===== src/rtl/id_ex_stage_pkg.sv =====
// Shared constants for the ID/EX pipeline stage: ALU op encodings, the zero
// register index and a small source-match helper used by hazard and forwarding logic.
package id_ex_stage_pkg;

  localparam logic [4:0] REG_ZERO = 5'd0;

  localparam logic [5:0] ALU_ADD  = 6'd0;
  localparam logic [5:0] ALU_SUB  = 6'd1;
  localparam logic [5:0] ALU_AND  = 6'd2;
  localparam logic [5:0] ALU_OR   = 6'd3;
  localparam logic [5:0] ALU_XOR  = 6'd4;
  localparam logic [5:0] ALU_SLL  = 6'd5;
  localparam logic [5:0] ALU_SRL  = 6'd6;
  localparam logic [5:0] ALU_SRA  = 6'd7;
  localparam logic [5:0] ALU_SLT  = 6'd8;
  localparam logic [5:0] ALU_SLTU = 6'd9;

  // True when a valid producer writes the given nonzero source register.
  function automatic logic src_match(input logic       valid,
                                     input logic [4:0] src,
                                     input logic [4:0] rd);
    return valid && (src == rd) && (src != REG_ZERO);
  endfunction

endpackage


===== src/rtl/id_ex_stage_fwd_mux.sv =====
// Operand resolver for one source register.
// With ID_EX_FWD_EN defined: held-entry result beats the memory-stage result, which
// beats register-file data. Without it: register-file data only. x0 always reads 0.
module id_ex_stage_fwd_mux
  import id_ex_stage_pkg::*;
(
  input  logic [4:0]  src,
  input  logic [31:0] rf_data,
  input  logic        held_valid,
  input  logic        held_is_load,
  input  logic [4:0]  held_rd,
  input  logic [31:0] held_data,
  input  logic        mem_valid,
  input  logic [4:0]  mem_rd,
  input  logic [31:0] mem_data,
  output logic [31:0] value
);

`ifdef ID_EX_FWD_EN
  // Priority select: x0, held ALU entry (not a load), memory stage, register file.
  always_comb begin
    value = rf_data;
    if (src == REG_ZERO) begin
      value = 32'h0;
    end else if (!held_is_load && src_match(held_valid, src, held_rd)) begin
      value = held_data;
    end else if (src_match(mem_valid, src, mem_rd)) begin
      value = mem_data;
    end
  end
`else
  logic unused_fwd;
  assign unused_fwd = ^{held_valid, held_is_load, held_rd, held_data, mem_valid, mem_rd, mem_data};

  // Register file is write-before-read here; hazards are covered by stalling.
  always_comb begin
    value = (src == REG_ZERO) ? 32'h0 : rf_data;
  end
`endif

endmodule


===== src/rtl/id_ex_stage.sv =====
// ID/EX single-entry pipeline register with operand resolution and hazard stall.
// Optional feature macro: ID_EX_FWD_EN enables operand forwarding; without it the
// stage stalls on any RAW dependency against the held entry or the memory stage.
module id_ex_stage
  import id_ex_stage_pkg::*;
(
  input  logic        clk,
  input  logic        rst_n,
  input  logic        in_valid,
  output logic        in_ready,
  input  logic [5:0]  in_alu_op,
  input  logic [4:0]  in_rs1,
  input  logic [4:0]  in_rs2,
  input  logic [4:0]  in_rd,
  input  logic [31:0] in_rs1_data,
  input  logic [31:0] in_rs2_data,
  input  logic [31:0] in_imm,
  input  logic [31:0] in_pc,
  input  logic        in_use_imm,
  input  logic        in_use_pc,
  input  logic        in_is_load,
  input  logic [31:0] alu_result,
  input  logic        mem_fwd_valid,
  input  logic [4:0]  mem_fwd_rd,
  input  logic [31:0] mem_fwd_data,
  input  logic        flush,
  output logic        out_valid,
  input  logic        out_ready,
  output logic [31:0] alu_a,
  output logic [31:0] alu_b,
  output logic [5:0]  alu_op,
  output logic [4:0]  out_rd,
  output logic [31:0] out_store_data,
  output logic        out_is_load
);

  logic [31:0] rs1_val;
  logic [31:0] rs2_val;
  logic        rs1_hit;
  logic        rs2_hit;
  logic        hazard_stall;
  logic        accept;

  id_ex_stage_fwd_mux u_fwd_mux_rs1 (
    .src          (in_rs1),
    .rf_data      (in_rs1_data),
    .held_valid   (out_valid),
    .held_is_load (out_is_load),
    .held_rd      (out_rd),
    .held_data    (alu_result),
    .mem_valid    (mem_fwd_valid),
    .mem_rd       (mem_fwd_rd),
    .mem_data     (mem_fwd_data),
    .value        (rs1_val)
  );

  id_ex_stage_fwd_mux u_fwd_mux_rs2 (
    .src          (in_rs2),
    .rf_data      (in_rs2_data),
    .held_valid   (out_valid),
    .held_is_load (out_is_load),
    .held_rd      (out_rd),
    .held_data    (alu_result),
    .mem_valid    (mem_fwd_valid),
    .mem_rd       (mem_fwd_rd),
    .mem_data     (mem_fwd_data),
    .value        (rs2_val)
  );

  // Hazard detection and upstream handshake; rs2 always counts (it may be store data).
  always_comb begin
    rs1_hit = 1'b0;
    rs2_hit = 1'b0;
`ifdef ID_EX_FWD_EN
    rs1_hit = out_is_load && src_match(out_valid, in_rs1, out_rd);
    rs2_hit = out_is_load && src_match(out_valid, in_rs2, out_rd);
`else
    rs1_hit = src_match(out_valid, in_rs1, out_rd) ||
              src_match(mem_fwd_valid, in_rs1, mem_fwd_rd);
    rs2_hit = src_match(out_valid, in_rs2, out_rd) ||
              src_match(mem_fwd_valid, in_rs2, mem_fwd_rd);
`endif
    hazard_stall = in_valid && ((rs1_hit && !in_use_pc) || rs2_hit);
    // Flush always drains upstream, so the kill never deadlocks on a stall.
    in_ready     = flush || ((!out_valid || out_ready) && !hazard_stall);
    accept       = in_valid && in_ready && !flush;
  end

  // Stage register: flush kills, accept loads, consumption without refill empties.
  always_ff @(posedge clk or negedge rst_n) begin
    if (!rst_n) begin
      out_valid      <= 1'b0;
      alu_a          <= 32'h0;
      alu_b          <= 32'h0;
      alu_op         <= ALU_ADD;
      out_rd         <= REG_ZERO;
      out_store_data <= 32'h0;
      out_is_load    <= 1'b0;
    end else begin
      if (flush) begin
        out_valid <= 1'b0;
      end else if (accept) begin
        out_valid <= 1'b1;
      end else if (out_ready) begin
        out_valid <= 1'b0;
      end
      if (accept) begin
        alu_a          <= in_use_pc ? in_pc : rs1_val;
        alu_b          <= in_use_imm ? in_imm : rs2_val;
        alu_op         <= in_alu_op;
        out_rd         <= in_rd;
        out_store_data <= rs2_val;
        out_is_load    <= in_is_load;
      end
    end
  end

endmodule


===== config.mk =====
export PLATFORM = sky130hd
export DESIGN_NAME = id_ex_stage
export DESIGN_NICKNAME = d
export VERILOG_FILES = /design/src/rtl/id_ex_stage_pkg.sv /design/src/rtl/id_ex_stage_fwd_mux.sv /design/src/rtl/id_ex_stage.sv
export SDC_FILE = /design/constraint.sdc
export NUM_CORES = 1
export LEC_CHECK = 0
export CORE_MARGIN = 8
export CORE_UTILIZATION = 38
export CTS_BUF_LIST = sky130_fd_sc_hd__clkbuf_16
export DETAILED_ROUTE_END_ITERATION = 8
export GPL_TIMING_DRIVEN = 0
export PLACE_DENSITY = 0.87
export SYNTH_ARGS = -nofsm -noshare
export SYNTH_HDL_FRONTEND = slang
export SYNTH_HIERARCHICAL = 1
export SYNTH_SLANG_ARGS = --single-unit

===== constraint.sdc =====
create_clock -name clk -period 2.88 [get_ports clk]
set_input_delay 0.72 -clock clk [delete_from_list [all_inputs] [get_ports clk]]
set_output_delay 0.72 -clock clk [all_outputs]
set_load 0.02 [all_outputs]

==> Word-level counts from Yosys, hierarchy flattened <==
Index checks and enable logic that the tools add are counted.
{ "totals": {"word_cells": 45, "output_inout_bits": 110, "ff_bits": 109, "input_bits": 227} }
{ "classes": {"n_mux": 7, "eq_ne": 4, "n_reduce_logical": 27} }
{ "ops": {"columns": ["op", "count"], "rows": [
  ["$mux 32", 4],
  ["$eq 5x5->1", 4],
  ["$logic_and 1x1->1", 13],
  ["$logic_not 5->1", 2],
  ["$reduce_bool 5->1", 2],
  ["$logic_or 1x1->1", 5],
  ["$logic_not 1->1", 4],
  ["$mux 1", 3],
  ["$reduce_bool 3->1", 1]
]} }

==> Longest topological paths before layout <==
Gate-level depths: netlist of the first run.
{ "logic_depth": {"ltp_word": 14, "ltp_mapped": 8, "depth_no_buf": 6} }

==> Modules after synthesis <==
The synthesis of the first run kept the hierarchy.
{ "by_module_without_submodules": {"columns": ["module", "area_each_um2", "instances", "cells_per_inst"], "rows": [
  ["id_ex_stage", 5111.2, 1, 341],
  ["id_ex_stage_fwd_mux", 321.6, 2, 40]
]} }

==> Worst setup path after synthesis of the first run <==
Ideal clock, no wire load.
{ "synth_path": {"path_kind": "in2out", "startpoint": "in in_rs1[2]", "endpoint": "out in_ready", "path_stages": 6, "arrival_time_ns": 1.913, "path_slack_ns": 0.247, "path_buffers": 0, "path_cell_list": "xor2_1 > nor4_1 > nand3_1 > a221o_1 > a21boi_0 > o21bai_1"} }
{ "synth_between": {"elab_chain_len": 10} }
{ "synth_rtl": {"columns": ["element", "line", "rtl"], "rows": [
  ["start, declared", "id_ex_stage.sv:12", "input logic [4:0] in_rs1,"],
  ["$eq 5x5->1", "id_ex_stage_pkg.sv:22", "return valid && (src == rd) && (src != REG_ZERO);"],
  ["$logic_and 1x1->1 (2 in series)", "id_ex_stage_pkg.sv:22", null],
  ["$logic_or 1x1->1 (*)", "id_ex_stage.sv:78", "rs1_hit = src_match(out_valid, in_rs1, out_rd) ||"],
  ["$logic_and 1x1->1 (*)", "id_ex_stage.sv:83", "hazard_stall = in_valid && ((rs1_hit && !in_use_pc) || rs2_hit);"],
  ["$logic_or 1x1->1 (*)", "id_ex_stage.sv:83", null],
  ["$logic_and 1x1->1 (*)", "id_ex_stage.sv:83", null],
  ["$logic_not 1->1 (*)", "id_ex_stage.sv:85", "in_ready = flush || ((!out_valid || out_ready) && !hazard_stall);"],
  ["$logic_and 1x1->1 (*)", "id_ex_stage.sv:85", null],
  ["$logic_or 1x1->1 (*)", "id_ex_stage.sv:85", null],
  ["end, declared", "id_ex_stage.sv:10", "output logic in_ready,"]
]} }
Mark *: on every way between the ends. The rest lies on a longest branch, timed or not.

==> Final worst setup path of the first run <==
{ "layout_path": {"startpoint": "in in_rs2[1]", "endpoint": "out in_ready"} }
{ "layout_between": {"elab_chain_len": 9} }
{ "layout_rtl": {"columns": ["element", "line", "rtl"], "rows": [
  ["start, declared", "id_ex_stage.sv:13", "input logic [4:0] in_rs2,"],
  ["$eq 5x5->1", "id_ex_stage_pkg.sv:22", null],
  ["$logic_and 1x1->1 (2 in series)", "id_ex_stage_pkg.sv:22", null],
  ["$logic_or 1x1->1 (*)", "id_ex_stage.sv:80", "rs2_hit = src_match(out_valid, in_rs2, out_rd) ||"],
  ["$logic_or 1x1->1 (*)", "id_ex_stage.sv:83", null],
  ["$logic_and 1x1->1 (*)", "id_ex_stage.sv:83", null],
  ["$logic_not 1->1 (*)", "id_ex_stage.sv:85", null],
  ["$logic_and 1x1->1 (*)", "id_ex_stage.sv:85", null],
  ["$logic_or 1x1->1 (*)", "id_ex_stage.sv:85", null]
]} }
Marked as above.

==> results of run 1 <==
## power by group through the flow
stage	sequential [mW]	clock [mW]	combinational [mW]
floorplan	2.46	0	0.541
global placement	2.05	0	2.02
detailed placement	2.07	0	2.06
CTS	2.05	1.24	2.07
global route	2.09	1.31	2.17
finish	2.04	1.20	2.04
## per-layer routing
metal,track usage,vias up,share of wire
met5,0,-,0
met4,0.0566,0,0.017
met3,0.0571,21,0.071
met2,0.337,182,0.51
met1,0.211,2181,0.40
li1,-,2087,-
## final timing paths
kind / startpoint / endpoint / slack, ns / cells after the start
max in group asynchronous: rst_n / alu_a[30] / 1.72 / 2
min: rst_n / out_store_data[23] / 0.44 / 1
max: in_rs2[1] / in_ready / 0.02 / 6
max reg2reg: out_rd[0] / alu_b[18] / 0.26 / 10
min reg2reg: alu_b[17] / alu_b[17] / 0.49 / 1
min in group clk: alu_b[17] / alu_b[17] / 0.49 / 1
## area by class of cell
cell class,instances,share of cell area
inverter,2,0.000830
tap,188,0.0260
multi-input combinational,279,0.315
clock inverter,6,0.00609
buffer,31,0.0245
clock buffer,9,0.0249
timing repair buffer,274,0.301
sequential,109,0.302
## registers in the layout, indices dropped and copies added (netlist names)
register	flops
alu_a	32
alu_b	32
out_store_data	32
alu_op	6
out_rd	5
out_is_load	1
out_valid	1
## critical path, stage by stage
cell and delay (ns):
clkdlybuf4s15_1 0.26, or4_4 0.59, o21ai_4 0.18, a21boi_2 0.07
o21bai_1 0.15, buf_4 0.17
## repair_timing
action                     4_1_cts  5_1_grt
setup buffers                    2        1
pin swaps                        9        6
resized for setup               56       12
setup endpoints to repair       21        1
## cells by family after synthesis
kind of cell | Yosys count
compound gates | 70
xor+xnor | 20
buf+inv | 33
flops | 109
mux | 172
simple gates | 17
## placed cells by master (no fill, tap or decap), types with 2 or more instances in the layout
cell type / instances
clkdlybuf4s50_1: 253
mux2_2: 152
dfrtp_1: 109
a21boi_1: 54
mux2_1: 20
buf_4: 14
xnor2_1: 12
buf_6: 9
clkbuf_16: 9
clkbuf_1: 8
a21boi_2: 7
xor2_1: 6
buf_1: 6
dlygate4sd2_1: 4
buf_2: 4
a21boi_0: 4
buf_8: 3
nor2_1: 2
nor4_2: 2
nand3_1: 2
xor2_2: 2
nand4_1: 2
nand2_1: 2
clkinv_1: 2
clkinv_2: 2
inv_1: 2
nor4_4: 2
## through the flow
stage	area (um2)	setup WS, ns	std cells
2_1_floorplan	5750	0.247	421
3_3_place_gp	8690	-3.04	879
3_5_place_dp	8720	-0.962	880
4_1_cts	9000	0.00231	897
5_1_grt	9040	-0.0764	898
6_report	9040	0.0189	898
==> impl_metrics.tcl, run 1 <==
set metrics [dict create \
    status "complete, no violations" \
    synth_xor_area_frac 0.0304 \
    multi_input_area_mm2 0.00285 \
    root_buffer "clkbuf_16" \
    syn_area_mm2 0.00575 \
    overflow 0 \
    synthCells 421 \
    synth_flop_cell "dfrtp_1" \
    port_buffers 270 \
    wirelength_um 18200 \
    worst_setup_path_end_kind "output port" \
    swShare 0.310 \
    synthArstFlopShare 1.00 \
    synth_most_common_cell "mux2_2" \
    vdd_drop_max_v 0.000390 \
    power_density_mw_per_mm2 585 \
    clock_path_buffers 2 \
    yosysSeqAreaShare 0.474 \
    clkLatencyLatePin_ns 0.34 \
    synth_top_family_by_area "multiplexers" \
    drtIter0Drc 74 \
    internal_power_mw 3.65 \
    yosys_warnings 6 \
    grt_pass1_wl_um 28800 \
    worst_hold_path_type "primary input to asynchronous set/reset pin" \
    fin_util 0.604 \
    finalSetupViolations 0 \
    wl_per_cell_um 20.3 \
    ys_top_cells_by_count "mux2_2 (152), dfrtp_1 (109), a21boi_1 (54), mux2_1 (20), xnor2_1 (12)" \
    viasPerCell 4.98 \
    area_delta_synth_final_pct 57.1 \
    grt_max_degree 56 \
    power_mw 5.29 \
    synth_compound_area_frac 0.0955 \
    drc 0 \
    cp.arrival_ns 2.14 \
    grt_use_total 0.188 \
    min_period_ns 2.86 \
    firstDrtPassIters 4 \
    fin_crit_sh 0.993 \
    die_area_mm2 0.0193 \
    die_h_um 139 \
    vias 4471 \
    maxCapViolCount 0 \
    synth_top_area_frac 0.474 \
    synthTopCellsByArea "dfrtp_1 (47%), mux2_2 (30%), a21boi_1 (7.0%), mux2_1 (3.9%), xnor2_1 (1.8%)" \
    hold_viol 0 \
    hold_slack_ns 0.439 \
    path_class "primary input to output port" \
    antenna_found_initial 0 \
    fmax_mhz 350 \
    crit_fanout 4 \
    startpoint_type "primary input" \
    num_rows 45 \
    max_slew_margin 0.510 \
    slew_violations 0 \
    num_antenna_cells 0 \
    drive_gt1_frac 0.303 \
    gp_congestion 0.827 \
    cts_hold_buf 0 \
    core_area_mm2 0.0150 \
    p_clk_frac 0.227 \
    worst_pin_slew_ns 0.735 \
    tritoncts "yes" \
    synthAdderAreaFrac 0 \
    required_ns 2.16 \
    dp_hpwl_um 14700 \
    io_pins 337 \
    ys_ff_latch 109 \
    regArea_mm2 0.00273 \
    ant_nets 0 \
    syn_nets 648 \
    rsz0062_at_grt "yes" \
    synthSimpleGateAreaFrac 0.0237 \
    die_x_um 139 \
    final.fill_count 1180 \
    cts.clk_slew.worst_paths_ns 0.07 \
    switchingPower_mw 1.64 \
    fin_nets 933 \
    clock_skew_ns 0.00582 \
    cts_inserted_buffers 9 \
    syn_avg_cell_area_um2 13.7 \
    initial_core_util 0.384 \
    p_comb_frac 0.386 \
    htreeDepth 3 \
    synthMuxAreaShare 0.337 \
    leakagePower_nw 3.65 \
    cts_sinks 109 \
    synth-edff-count 0 \
    yosys.area.top_type "dfrtp_1" \
    setup_tns_ns 0 \
    ys_types 30 \
    pwr-share-seq 0.386 \
    grt_pass1_vias 5118 \
]
No activity file was read; power rests on OpenSTA's default activity.
==> inputs of run 2 (changes only) <==
- PLACE_DENSITY: 0.87 -> 0.91
==> impl_metrics.tcl, run 2 (synthesis gave the netlist of run 1 again) <==
set metrics [dict create \
    fin_util 0.603 \
    overflow 0 \
    drc 0 \
    r2r_start "out_rd[4]" \
    final_cell_mix "clkdlybuf4s50_1 (253), mux2_2 (152), dfrtp_1 (108)" \
    final_common_cell "clkdlybuf4s50_1" \
    rsz0062_at_grt "yes" \
    min_period_ns 2.86 \
    clkLatencyLatePin_ns 0.35 \
    tritoncts "yes" \
    reg2reg_to "alu_b[22]" \
    fin_crit_sh 0.995 \
    post-place-ws_ns -0.971 \
    cp.arrival_ns 2.14 \
    reg2reg_depth 9 \
    fin_nets 934 \
    grt_use_total 0.188 \
    cts_sinks 109 \
    core_area_mm2 0.0150 \
    die_area_mm2 0.0193 \
    cts.clk_slew.worst_paths_ns 0.08 \
    worst_setup_path_end_kind "output port" \
    ant_nets 0 \
    viasPerCell 5.04 \
    root_buffer "clkbuf_16" \
    gp_congestion 0.833 \
    port_buffers 270 \
    grt_pass1_vias 5187 \
    grt_max_degree 57 \
    num_antenna_cells 0 \
    slew_violations 0 \
    reg.largest.list "alu_a x32, alu_b x32, out_store_data x32" \
    worst_hold_path_type "primary input to asynchronous set/reset pin" \
    power_density_mw_per_mm2 584 \
    dp_hpwl_um 14700 \
    firstDrtPassIters 4 \
    die_h_um 139 \
    p_comb_frac 0.388 \
    io_pins 337 \
    reg2reg_setup_slack_ns 0.40 \
    clock_skew_ns 0.0104 \
    num_rows 45 \
    antenna_found_initial 0 \
    clock_path_buffers 2 \
    drive_gt1_frac 0.301 \
    area_delta_synth_final_pct 56.9 \
    wl_per_cell_um 20.4 \
    switchingPower_mw 1.69 \
    worst_pin_slew_ns 0.712 \
    swShare 0.320 \
    vias 4533 \
    grt_pass1_wl_um 29000 \
    fmax_mhz 349 \
    drtIter0Drc 149 \
    htreeDepth 3 \
    crit_start "in_rs2[3]" \
    max_slew_margin 0.525 \
    wirelength_um 18400 \
    leakagePower_nw 3.65 \
    crit_fanout 4 \
    maxCapViolCount 0 \
    cts_inserted_buffers 9 \
    pwr-share-seq 0.388 \
    initial_core_util 0.384 \
    required_ns 2.16 \
    vdd_drop_max_v 0.000332 \
    hold_viol 0 \
    timing.final.ws_setup_ns 0.0156 \
    final_cell_count_no_fill 900 \
    p_clk_frac 0.224 \
    dp_cells 880 \
    die_x_um 139 \
    internal_power_mw 3.58 \
    path_class "primary input to output port" \
    placed_area_mm2 0.00872 \
    finalSetupViolations 0 \
    finalInstanceArea_mm2 0.00903 \
    status "complete, no violations" \
    startpoint_type "primary input" \
    hold_slack_ns 0.414 \
]
[run 2: metal layers]
layer,GRT usage,wire length [um],up-vias
met4,0.0497,297,0
met5,0,0,-
met1,0.208,7460,2244
met2,0.336,9220,173
met3,0.0682,1430,19
li1,-,-,2097
[run 2: power by group through the flow]
stage,logic [mW],clock network (mW),registers (mW)
after floorplan,0.541,0,2.46
after global placement,2.02,0,2.05
after detailed placement,2.06,0,2.07
after CTS,2.07,1.23,2.05
after global routing,2.16,1.28,2.09
final,2.05,1.18,2.04
[run 2: layout make-up]
type,count,area (um2)
timing repair buffer,275,2750
buffer,31,221
tap,188,235
inverter,2,7.51
clock buffer,9,225
clock inverter,7,52.6
fill,1158,5950
multi-input combinational,279,2810
sequential,109,2730
[run 2: what timing repair did]
item / CTS / global route
cloned: 0 / 0
resized for setup: 56 / 11
hold buffers: 0 / 0
setup endpoints to repair: 21 / 1
pin swaps: 9 / 9
buffers inserted: 3 / 1
[run 2: worst max-delay path, stage by stage]
cell,delay [ns]
clkdlybuf4s15_1,0.29
or4_1,0.53
o21ai_2,0.19
a21boi_1,0.08
o21bai_1,0.15
buf_4,0.17
[run 2: worst max-delay path by stage]
stage               end  slack, ns  depth (start not counted)
2_1_floorplan  in_ready       0.25                          6
3_3_place_gp   alu_b[2]      -3.06                          1
3_5_place_dp   in_ready      -0.97                          8
4_1_cts        in_ready      -0.02                          8
5_1_grt        in_ready      -0.07                          8
6_report       in_ready       0.02                          6
[run 2: through the flow]
| stage | TNS, ns | total power, mW |
|---|---|---|
| finish | 0 | 5.27 |
| detailed placement | -36.58 | 4.13 |
| floorplan | 0 | 3.00 |
| global route | -0.0665 | 5.53 |
| global placement | -365.19 | 4.06 |
| CTS | -0.0157 | 5.34 |
==> inputs of run 3 (changes only) <==
- RECOVER_POWER: unset -> 50
==> impl_metrics.tcl, run 3 (synthesis gave the netlist of run 1 again) <==
set metrics [dict create \
    status "complete, no violations" \
    wirelength_um 18400 \
    grt_pass1_wl_um 29000 \
    setup_tns_ns 0 \
    worst_hold_path_type "flip-flop to flip-flop" \
    vias 4525 \
    cts_inserted_buffers 9 \
    port_buffers 270 \
    num_antenna_cells 0 \
    internal_power_mw 3.52 \
    max_slew_margin 0.108 \
    htreeDepth 3 \
    p_clk_frac 0.227 \
    cp_slowest_cell "or4_1" \
    ant_nets 0 \
    grt_use_total 0.188 \
    clkLatencyLatePin_ns 0.35 \
    drive_gt1_frac 0.301 \
    die_x_um 139 \
    switchingPower_mw 1.68 \
    die_h_um 139 \
    wl_per_cell_um 20.4 \
    required_ns 2.16 \
    tritoncts "yes" \
    clock_path_buffers 2 \
    worst_pin_slew_ns 1.34 \
    drtIter0Drc 149 \
    root_buffer "clkbuf_16" \
    min_period_ns 2.87 \
    grt_max_degree 57 \
    maxCapViolCount 0 \
    final_cell_mix "clkdlybuf4s50_1 (200), mux2_2 (152), dfrtp_1 (108)" \
    cts_sinks 109 \
    die_area_mm2 0.0193 \
    gp_congestion 0.833 \
    initial_core_util 0.384 \
    cts.clk_slew.worst_paths_ns 0.07 \
    firstDrtPassIters 4 \
    final_common_cell "clkdlybuf4s50_1" \
    power_density_mw_per_mm2 577 \
    cp.arrival_ns 2.15 \
    clock_skew_ns 0.0114 \
    slew_violations 0 \
    final_cell_count_no_fill 900 \
    fin_util 0.601 \
    grt_pass1_vias 5187 \
    core_area_mm2 0.0150 \
    drc 0 \
    path_class "primary input to output port" \
    io_pins 337 \
    hold_viol 0 \
    timing.final.ws_setup_ns 0.0135 \
    worst_setup_path_end_kind "output port" \
    overflow 0 \
    max_stage_delay_ns 0.53 \
    cts_hold_buf 0 \
    area_delta_synth_final_pct 56.5 \
    power_mw 5.20 \
    p_comb_frac 0.381 \
    crit_fanout 4 \
    fin_nets 934 \
    reg.largest.list "alu_a x32, alu_b x32, out_store_data x32" \
    fin_crit_sh 0.995 \
    antenna_found_initial 0 \
    leakagePower_nw 3.67 \
    startpoint_type "primary input" \
    post-place-ws_ns -0.971 \
    dp_hpwl_um 14700 \
    vdd_drop_max_v 0.000331 \
    finalSetupViolations 0 \
    num_rows 45 \
    viasPerCell 5.03 \
    rsz0062_at_grt "yes" \
    fmax_mhz 349 \
    swShare 0.323 \
    crit_chain "clkdlybuf4s15_1, or4_1, o21ai_2, a21boi_1, o21bai_1, buf_4" \
    pwr-share-seq 0.392 \
    dp_cells 880 \
]
-- run 3: cell count changes in the layout (fill, tap and decap cells not counted) --
cell,previous run,this run
clkbuf_2,0,1
clkdlybuf4s50_1,253,200
dlygate4sd3_1,0,53
clkbuf_4,0,1
buf_16,1,0
buf_4,15,14
-- run 3: routing by layer --
layer | track usage | part of all wire | up-vias
met5 | 0 | 0 | -
met4 | 0.0497 | 0.016 | 0
met3 | 0.0682 | 0.078 | 19
met2 | 0.336 | 0.50 | 175
met1 | 0.208 | 0.40 | 2233
li1 | - | - | 2098
-- run 3: final timing paths --
check | from | end | slack, ns | depth (start not counted)
setup / recovery | in_rs2[3] | in_ready | 0.01 | 6
hold / removal | alu_b[16] | alu_b[16] | 0.49 | 1
setup reg to reg | out_rd[4] | alu_b[22] | 0.41 | 9
hold reg to reg | alu_b[16] | alu_b[16] | 0.49 | 1
max in group asynchronous | rst_n | out_rd[4] | 0.62 | 2
min in group asynchronous | rst_n | alu_a[5] | 0.66 | 1
-- run 3: area by class of cell --
class	instances	area, um2
sequential	109	2730
inverter	2	7.51
buffer	31	221
fill	1159	5970
timing repair buffer	275	2720
tap	188	235
clock buffer	9	225
multi-input combinational	279	2810
clock inverter	7	52.6
-- run 3: critical path: cells and delay by family --
kind,cells,cell delay [ns]
compound gates,3,0.42
buf+inv,2,0.46
simple gates,1,0.53
-- run 3: power groups by stage --
| stage | registers, mW | clock network [mW] | logic [mW] |
|---|---|---|---|
| finish | 2.04 | 1.18 | 1.98 |
| floorplan | 2.46 | 0 | 0.541 |
| detailed placement | 2.07 | 0 | 2.06 |
| global placement | 2.05 | 0 | 2.02 |
| global route | 2.08 | 1.28 | 2.09 |
| CTS | 2.05 | 1.23 | 2.07 |
-- run 3: timing repair --
item | 4_1_cts | 5_1_grt
resized for setup | 56 | 11
setup buffers | 3 | 1
endpoints found under the setup margin | 21 | 1
pin swaps | 9 | 9
-- run 3: metrics by stage --
stage               hold slack [ns]  instance area (um2)
floorplan                     0.424                 5750
global placement              0.475                 8690
detailed placement            0.480                 8720
CTS                           0.436                 9000
global route                  0.513                 9010
finish                        0.491                 9010
